## config.mk

```make
export PLATFORM = sky130hd
export DESIGN_NAME = error_campaign_sequencer
export DESIGN_NICKNAME = d
export VERILOG_FILES = /design/src/rtl/error_campaign_sequencer.sv
export SDC_FILE = /design/constraint.sdc
export NUM_CORES = 1
export LEC_CHECK = 0
export ABC_AREA = 0
export BUFFER_PORTS_ARGS = -buffer_cell sky130_fd_sc_hd__buf_2
export CORE_ASPECT_RATIO = 1.4
export CORE_UTILIZATION = 25
export CTS_CLUSTER_SIZE = 14
export DETAILED_ROUTE_END_ITERATION = 6
export SYNTH_ARGS = -nofsm -noshare
export SYNTH_HDL_FRONTEND = slang
export SYNTH_SLANG_ARGS = --single-unit
```

## constraint.sdc

```tcl
create_clock -name i_clk -period 2.15 [get_ports i_clk]
set_input_delay 0.1075 -clock i_clk [delete_from_list [all_inputs] [get_ports i_clk]]
set_output_delay 0.1075 -clock i_clk [all_outputs]
set_load 0.005 [all_outputs]
```

## src/rtl/error_campaign_sequencer.sv

```systemverilog
// -----------------------------------------------------------------------------
// error_campaign_sequencer
//
// Drives a stuck-at error injector across a range of codeword bit indices and
// measures, for each index, how many of a fixed number of decoded codewords
// were flagged as erroneous by the decoder.
//
// For every index in [first, last] the sequencer:
//   SETUP  : one cycle that lets the injector register the threshold
//   RUN    : counts decoder strobes until the sample budget is reached
//   REPORT : presents {idx, detect count} until the consumer accepts it
// and after the last index pulses o_done for one cycle.
//
// Ports
//   i_clk, i_rst_n        clock, asynchronous active-low reset
//   i_clk_en              global enable; all state holds while low
//   i_start, i_abort      campaign start pulse / abort back to IDLE
//   i_threshold           injection probability threshold (latched at start)
//   i_first_idx/last_idx  inclusive sweep range (latched at start)
//   i_num_samples         codewords evaluated per index (latched at start)
//   i_dec_valid/dec_err   decoder result strobe / detected-error flag
//   i_result_ready        consumer accepts the current result
//   o_constant            threshold to the injector (SETUP/RUN only)
//   o_random_idx          stuck-at bit index to the injector
//   o_inj_clk_en          injector LFSR enable (RUN only)
//   o_result_*            per-index result channel
//   o_busy/o_done/o_cfg_err status
//   o_dbg_state           current FSM state, for observation only
//
// Result handshake: o_result_valid stays high with o_result_idx and
// o_result_count held constant until a rising edge where i_result_ready and
// i_clk_en are both high; that edge is the transfer, and the fields may only
// change after it.
// -----------------------------------------------------------------------------
module error_campaign_sequencer #(
   parameter int CODEWORD_LENGTH = 29,
   parameter int CNT_W           = 16
) (
   input  logic             i_clk,
   input  logic             i_rst_n,
   input  logic             i_clk_en,
   input  logic             i_start,
   input  logic             i_abort,
   input  logic [31:0]      i_threshold,
   input  logic [4:0]       i_first_idx,
   input  logic [4:0]       i_last_idx,
   input  logic [CNT_W-1:0] i_num_samples,
   input  logic             i_dec_valid,
   input  logic             i_dec_err,
   input  logic             i_result_ready,
   output logic [31:0]      o_constant,
   output logic [4:0]       o_random_idx,
   output logic             o_inj_clk_en,
   output logic             o_result_valid,
   output logic [4:0]       o_result_idx,
   output logic [CNT_W-1:0] o_result_count,
   output logic             o_busy,
   output logic             o_done,
   output logic             o_cfg_err,
   output logic [2:0]       o_dbg_state
);

   typedef enum logic [2:0] {
      ST_IDLE   = 3'd0,
      ST_SETUP  = 3'd1,
      ST_RUN    = 3'd2,
      ST_REPORT = 3'd3,
      ST_DONE   = 3'd4
   } state_t;

   localparam logic [5:0] CW_LEN = 6'(CODEWORD_LENGTH);

   state_t           state_q, state_d;
   logic [4:0]       idx_q, idx_d;
   logic [4:0]       last_q, last_d;
   logic [31:0]      thr_q, thr_d;
   logic [CNT_W-1:0] num_q, num_d;
   logic [CNT_W-1:0] smp_q, smp_d;
   logic [CNT_W-1:0] det_q, det_d;
   logic             cfg_err_q, cfg_err_d;

   logic             cfg_bad;
   logic [CNT_W-1:0] smp_inc;

   // A reversed range or an index past the codeword makes the whole campaign
   // invalid; it is rejected up front rather than silently clipped.
   assign cfg_bad = (i_first_idx > i_last_idx) || ({1'b0, i_last_idx} >= CW_LEN);
   assign smp_inc = smp_q + CNT_W'(1);

   always_ff @(posedge i_clk or negedge i_rst_n) begin
      if (!i_rst_n) begin
         state_q   <= ST_IDLE;
         idx_q     <= '0;
         last_q    <= '0;
         thr_q     <= '0;
         num_q     <= '0;
         smp_q     <= '0;
         det_q     <= '0;
         cfg_err_q <= 1'b0;
      end else begin
         state_q   <= state_d;
         idx_q     <= idx_d;
         last_q    <= last_d;
         thr_q     <= thr_d;
         num_q     <= num_d;
         smp_q     <= smp_d;
         det_q     <= det_d;
         cfg_err_q <= cfg_err_d;
      end
   end

   always_comb begin
      state_d   = state_q;
      idx_d     = idx_q;
      last_d    = last_q;
      thr_d     = thr_q;
      num_d     = num_q;
      smp_d     = smp_q;
      det_d     = det_q;
      cfg_err_d = cfg_err_q;

      if (i_clk_en) begin
         if (i_abort) begin
            // Abort wins over every other transition, including a start.
            state_d = ST_IDLE;
            smp_d   = '0;
            det_d   = '0;
         end else begin
            case (state_q)
               ST_IDLE: begin
                  if (i_start) begin
                     thr_d  = i_threshold;
                     last_d = i_last_idx;
                     num_d  = i_num_samples;
                     idx_d  = i_first_idx;
                     smp_d  = '0;
                     det_d  = '0;
                     if (cfg_bad) begin
                        cfg_err_d = 1'b1;
                        state_d   = ST_DONE;
                     end else begin
                        cfg_err_d = 1'b0;
                        state_d   = ST_SETUP;
                     end
                  end
               end
               ST_SETUP: begin
                  smp_d   = '0;
                  det_d   = '0;
                  // A zero sample budget has nothing to measure.
                  state_d = (num_q == '0) ? ST_REPORT : ST_RUN;
               end
               ST_RUN: begin
                  if (i_dec_valid) begin
                     smp_d = smp_inc;
                     if (i_dec_err) begin
                        det_d = det_q + CNT_W'(1);
                     end
                     // Leave on the very strobe that completes the budget so
                     // that strobe is included in the count.
                     if (smp_inc == num_q) begin
                        state_d = ST_REPORT;
                     end
                  end
               end
               ST_REPORT: begin
                  if (i_result_ready) begin
                     if (idx_q == last_q) begin
                        state_d = ST_DONE;
                     end else begin
                        idx_d   = idx_q + 5'd1;
                        state_d = ST_SETUP;
                     end
                  end
               end
               ST_DONE: begin
                  state_d = ST_IDLE;
               end
               default: begin
                  state_d = ST_IDLE;
               end
            endcase
         end
      end
   end

   // The injector only sees the threshold while it is actually being used, so
   // it stays inert between sweep points and outside campaigns.
   assign o_constant     = (state_q == ST_SETUP || state_q == ST_RUN) ? thr_q : 32'd0;
   assign o_random_idx   = idx_q;
   assign o_inj_clk_en   = (state_q == ST_RUN) ? i_clk_en : 1'b0;
   assign o_result_valid = (state_q == ST_REPORT);
   assign o_result_idx   = (state_q == ST_REPORT) ? idx_q : 5'd0;
   assign o_result_count = (state_q == ST_REPORT) ? det_q : '0;
   assign o_busy         = (state_q == ST_SETUP) || (state_q == ST_RUN) || (state_q == ST_REPORT);
   assign o_done         = (state_q == ST_DONE);
   assign o_cfg_err      = cfg_err_q;
   assign o_dbg_state    = state_q;

endmodule

```

==> impl_metrics.py <==
metrics = {
    "detailed_routing": {
        "vias": 4585,
        "drc": 0,
        "postRouteAntennaNets": 0,
        "postRouteWirelength_um": 14100,
        "wire_per_inst_um": 14.4,
        "drt-pass1-iter-count": 5,
        "via_per_inst": 4.70,
        "first_iter_violations": 216,
    },
    "die": {
        "ios": 132,
        "die_h_um": 173,
        "start_util_pct": 25.5,
        "fp.dieArea_um2": 21500,
        "die_w_um": 124,
        "core_um2": 20500,
        "num_rows": 62,
    },
    "final_layout": {
        "regArea_um2": 2360,
        "drive_gt1_share_pct": 31.7,
        "antenna_cells": 0,
        "multi_input_area_um2": 2690,
        "fin_nets": 790,
        "nFillCells": 2135,
        "area_growth_pct": 34.1,
        "final_cells": 976,
    },
    "setup_path": {
        "worstSetupPathType": "reg2reg",
        "path_max_fanout": 6,
        "cp.arrival_ps": 2270,
        "reg2reg_depth": 8,
        "timing.rr.end": "o_dbg_state[0]",
        "r2r_slack_ps": 160,
        "required_ps": 2430,
        "startpoint_type": "flip-flop",
        "cp-end-kind": "flip-flop",
        "r2r-start": "smp_q[1]",
    },
    "yosys": {
        "netlist_instances": 536,
        "synth.avg_cell_area_um2": 9.74,
        "async_reset_ff_share_pct": 100,
        "synth_area_um2": 5220,
        "seq_area_frac_synth_pct": 45.1,
        "synth_edf_count": 0,
        "syn-num-nets": 610,
        "ys_dominant_reg_cell": "dfrtp_1",
        "synth.ff_latch_count": 94,
        "synthDistinctLibCells": 53,
        "synth_warnings": 0,
    },
    "clocking": {
        "cts_tree": "done",
        "cts_root_buf": "clkbuf_16",
        "cts_sinks": 94,
        "cts_buffers": 9,
        "cts_buffer_depth": 2,
        "clk_pin_slew_ps": 70,
        "h-tree-depth": 3,
        "insertion_delay_ps": 350,
    },
    "sta": {
        "rsz0062_at_grt": "no",
        "max_freq_mhz": 503,
        "slew_headroom_pct": 49.3,
        "period_minus_slack_ps": 1990,
        "fin_crit_sh_pct": 92.5,
        "worst_slew_pin_slew_ps": 760,
        "fin_skew_ps": 8.60,
        "drv_slew": 0,
        "final_hold_viol_count": 0,
        "fin_setup_tns_ps": 0,
        "setup_ws_ps": 161,
        "setup_viol": 0,
    },
    "pwr": {
        "power_leakage_nw": 3.19,
        "finalPower_mw": 6.50,
        "ir_worst_vdd_mv": 0.432,
        "powerDensity_nw_per_um2": 929,
    },
    "placement": {
        "portBuffers": 131,
        "post-place-cells": 913,
        "place_congestion": 0.846,
        "dp_slack_ps": 124,
        "dpl.hpwl_um": 10300,
    },
    "hold_path": {
        "hp-start": "i_num_samples[7]",
        "hold_path_class": "in2reg",
        "hold_path_end": "num_q[7]",
        "hold_path_depth": 2,
    },
    "flow_run": {
        "drv_cap": 0,
    },
    "global_route": {
        "grt_first_pass_wirelength_um": 23000,
        "grt.overflow.total": 0,
        "grt_max_degree": 60,
        "antenna_found_initial": 0,
        "grt_pass1_vias": 4501,
        "grt_use_total_pct": 13.9,
    },
    "outcome": {
        "status": "finished clean",
    },
}
## worst max-delay path by stage
stage,start,end,slack [ps],cells past startpoint
floorplan,smp_q[0],o_dbg_state[0],200,8
global placement,smp_q[0],o_dbg_state[0],210,8
detailed placement,smp_q[0],o_dbg_state[0],120,8
CTS,smp_q[1],o_dbg_state[0],90,8
global route,o_random_idx[3],o_random_idx[0],20,7
finish,smp_q[1],o_dbg_state[0],160,8
## stage by stage
step	util, %	area (um^2)	hold WS (ps)
after floorplan	-	5220	-188
after global placement	30.4	6230	94.8
after detailed placement	30.4	6230	101
final	34.2	7000	6.48
after CTS	34.1	6980	0.831
after global routing	34.2	7000	19.3
## layout by cell type (no fill, tap or decap), types with 9 or more instances in the layout
cell type,Yosys,final
xnor2_1,23,23
buf_4,2,19
nand4_1,11,11
nand2_1,41,41
a31oi_1,9,9
a21oi_1,19,19
o21ai_1,11,11
and2_1,54,54
inv_1,12,12
o21ai_0,48,48
buf_2,10,130
mux2_2,50,50
dlygate4sd3_1,0,48
nand3_1,12,12
clkbuf_16,0,9
nor2_1,31,30
xor2_1,10,10
dfrtp_1,94,90
## report_power, final
part	total (mW)	internal [mW]	switching, mW
clock network	1.51	0.811	0.696
logic	2.21	1.20	1.01
registers	2.79	2.34	0.442
## what timing repair did
item / 4_1_cts / 5_1_grt
resized for setup: 0 / 7
setup endpoints to repair: 0 / 17
setup buffers: 0 / 0
hold buffers: 48 / 0
hold endpoints to repair: 79 / 0
## critical path: stages, from the launching register on
cell and delay [ps]:
dfrtp_1 420, ha_1 220, nand3_2 150, or3_4 470, nor2_4 120, xnor2_1 90
nor4_2 200, a31oi_1 120, o21ai_1 130
## layer usage
| layer | up-vias | global-route usage (%) | wire, um |
|---|---|---|---|
| met2 | 110 | 23.8 | 7420 |
| met4 | 0 | 7.64 | 506 |
| met3 | 27 | 2.47 | 581 |
| li1 | 2239 | - | - |
| met5 | - | 0 | 0 |
| met1 | 2209 | 15.9 | 5550 |
## cell usage after synthesis (2+ instances only)
library cell	count	area, um^2
a21oi_1	19	95.1
a31oi_1	9	56.3
and2_1	54	338
and3_1	7	43.8
and4_1	2	17.5
buf_1	2	7.51
buf_2	10	50.1
buf_4	2	15.0
clkbuf_1	14	52.6
dfrtp_1	94	2350
ha_1	8	100
inv_1	12	45.0
mux2_2	50	563
mux2i_1	2	20.0
nand2_1	41	154
nand3_1	12	60.1
nand3b_1	2	15.0
nand4_1	11	68.8
nor2_1	31	116
nor2_4	2	22.5
nor2b_1	8	50.1
nor3_1	5	25.0
nor4_1	7	43.8
nor4b_1	2	17.5
o21ai_0	48	240
o21ai_1	11	55.1
o22ai_1	3	18.8
o31ai_1	8	60.1
o41ai_1	2	17.5
or2_1	2	12.5
or3_1	3	18.8
xnor2_1	23	201
xor2_1	10	87.6
## cell families after synthesis
logic type	after synthesis	share of synthesized area, %
AO/OA/AOI/OAI	108	11.8
adder cells (fa/ha/maj)	8	1.92
multiplexers	52	11.2
buffers and inverters	42	3.57
XOR/XNOR	33	5.54
AND/OR/NAND/NOR	199	20.9
flip-flops	94	45.1
## area by class of cell
cell class	count	area share, %
multi-input cells	400	38.5
flip-flops and latches	94	33.7
repair buffers	199	18.8
well taps	256	4.58
clock buffers	12	3.52
inverters	12	0.644
clock inverters	3	0.304
## state kept, by name, summed over array words and instances (netlist names)
name          cells
o_dbg_state       3
det_q            16
thr_q            32
o_random_idx      5
last_q            5
o_cfg_err         1
num_q            16
smp_q            16
No activity file was read; power rests on OpenSTA's default activity.
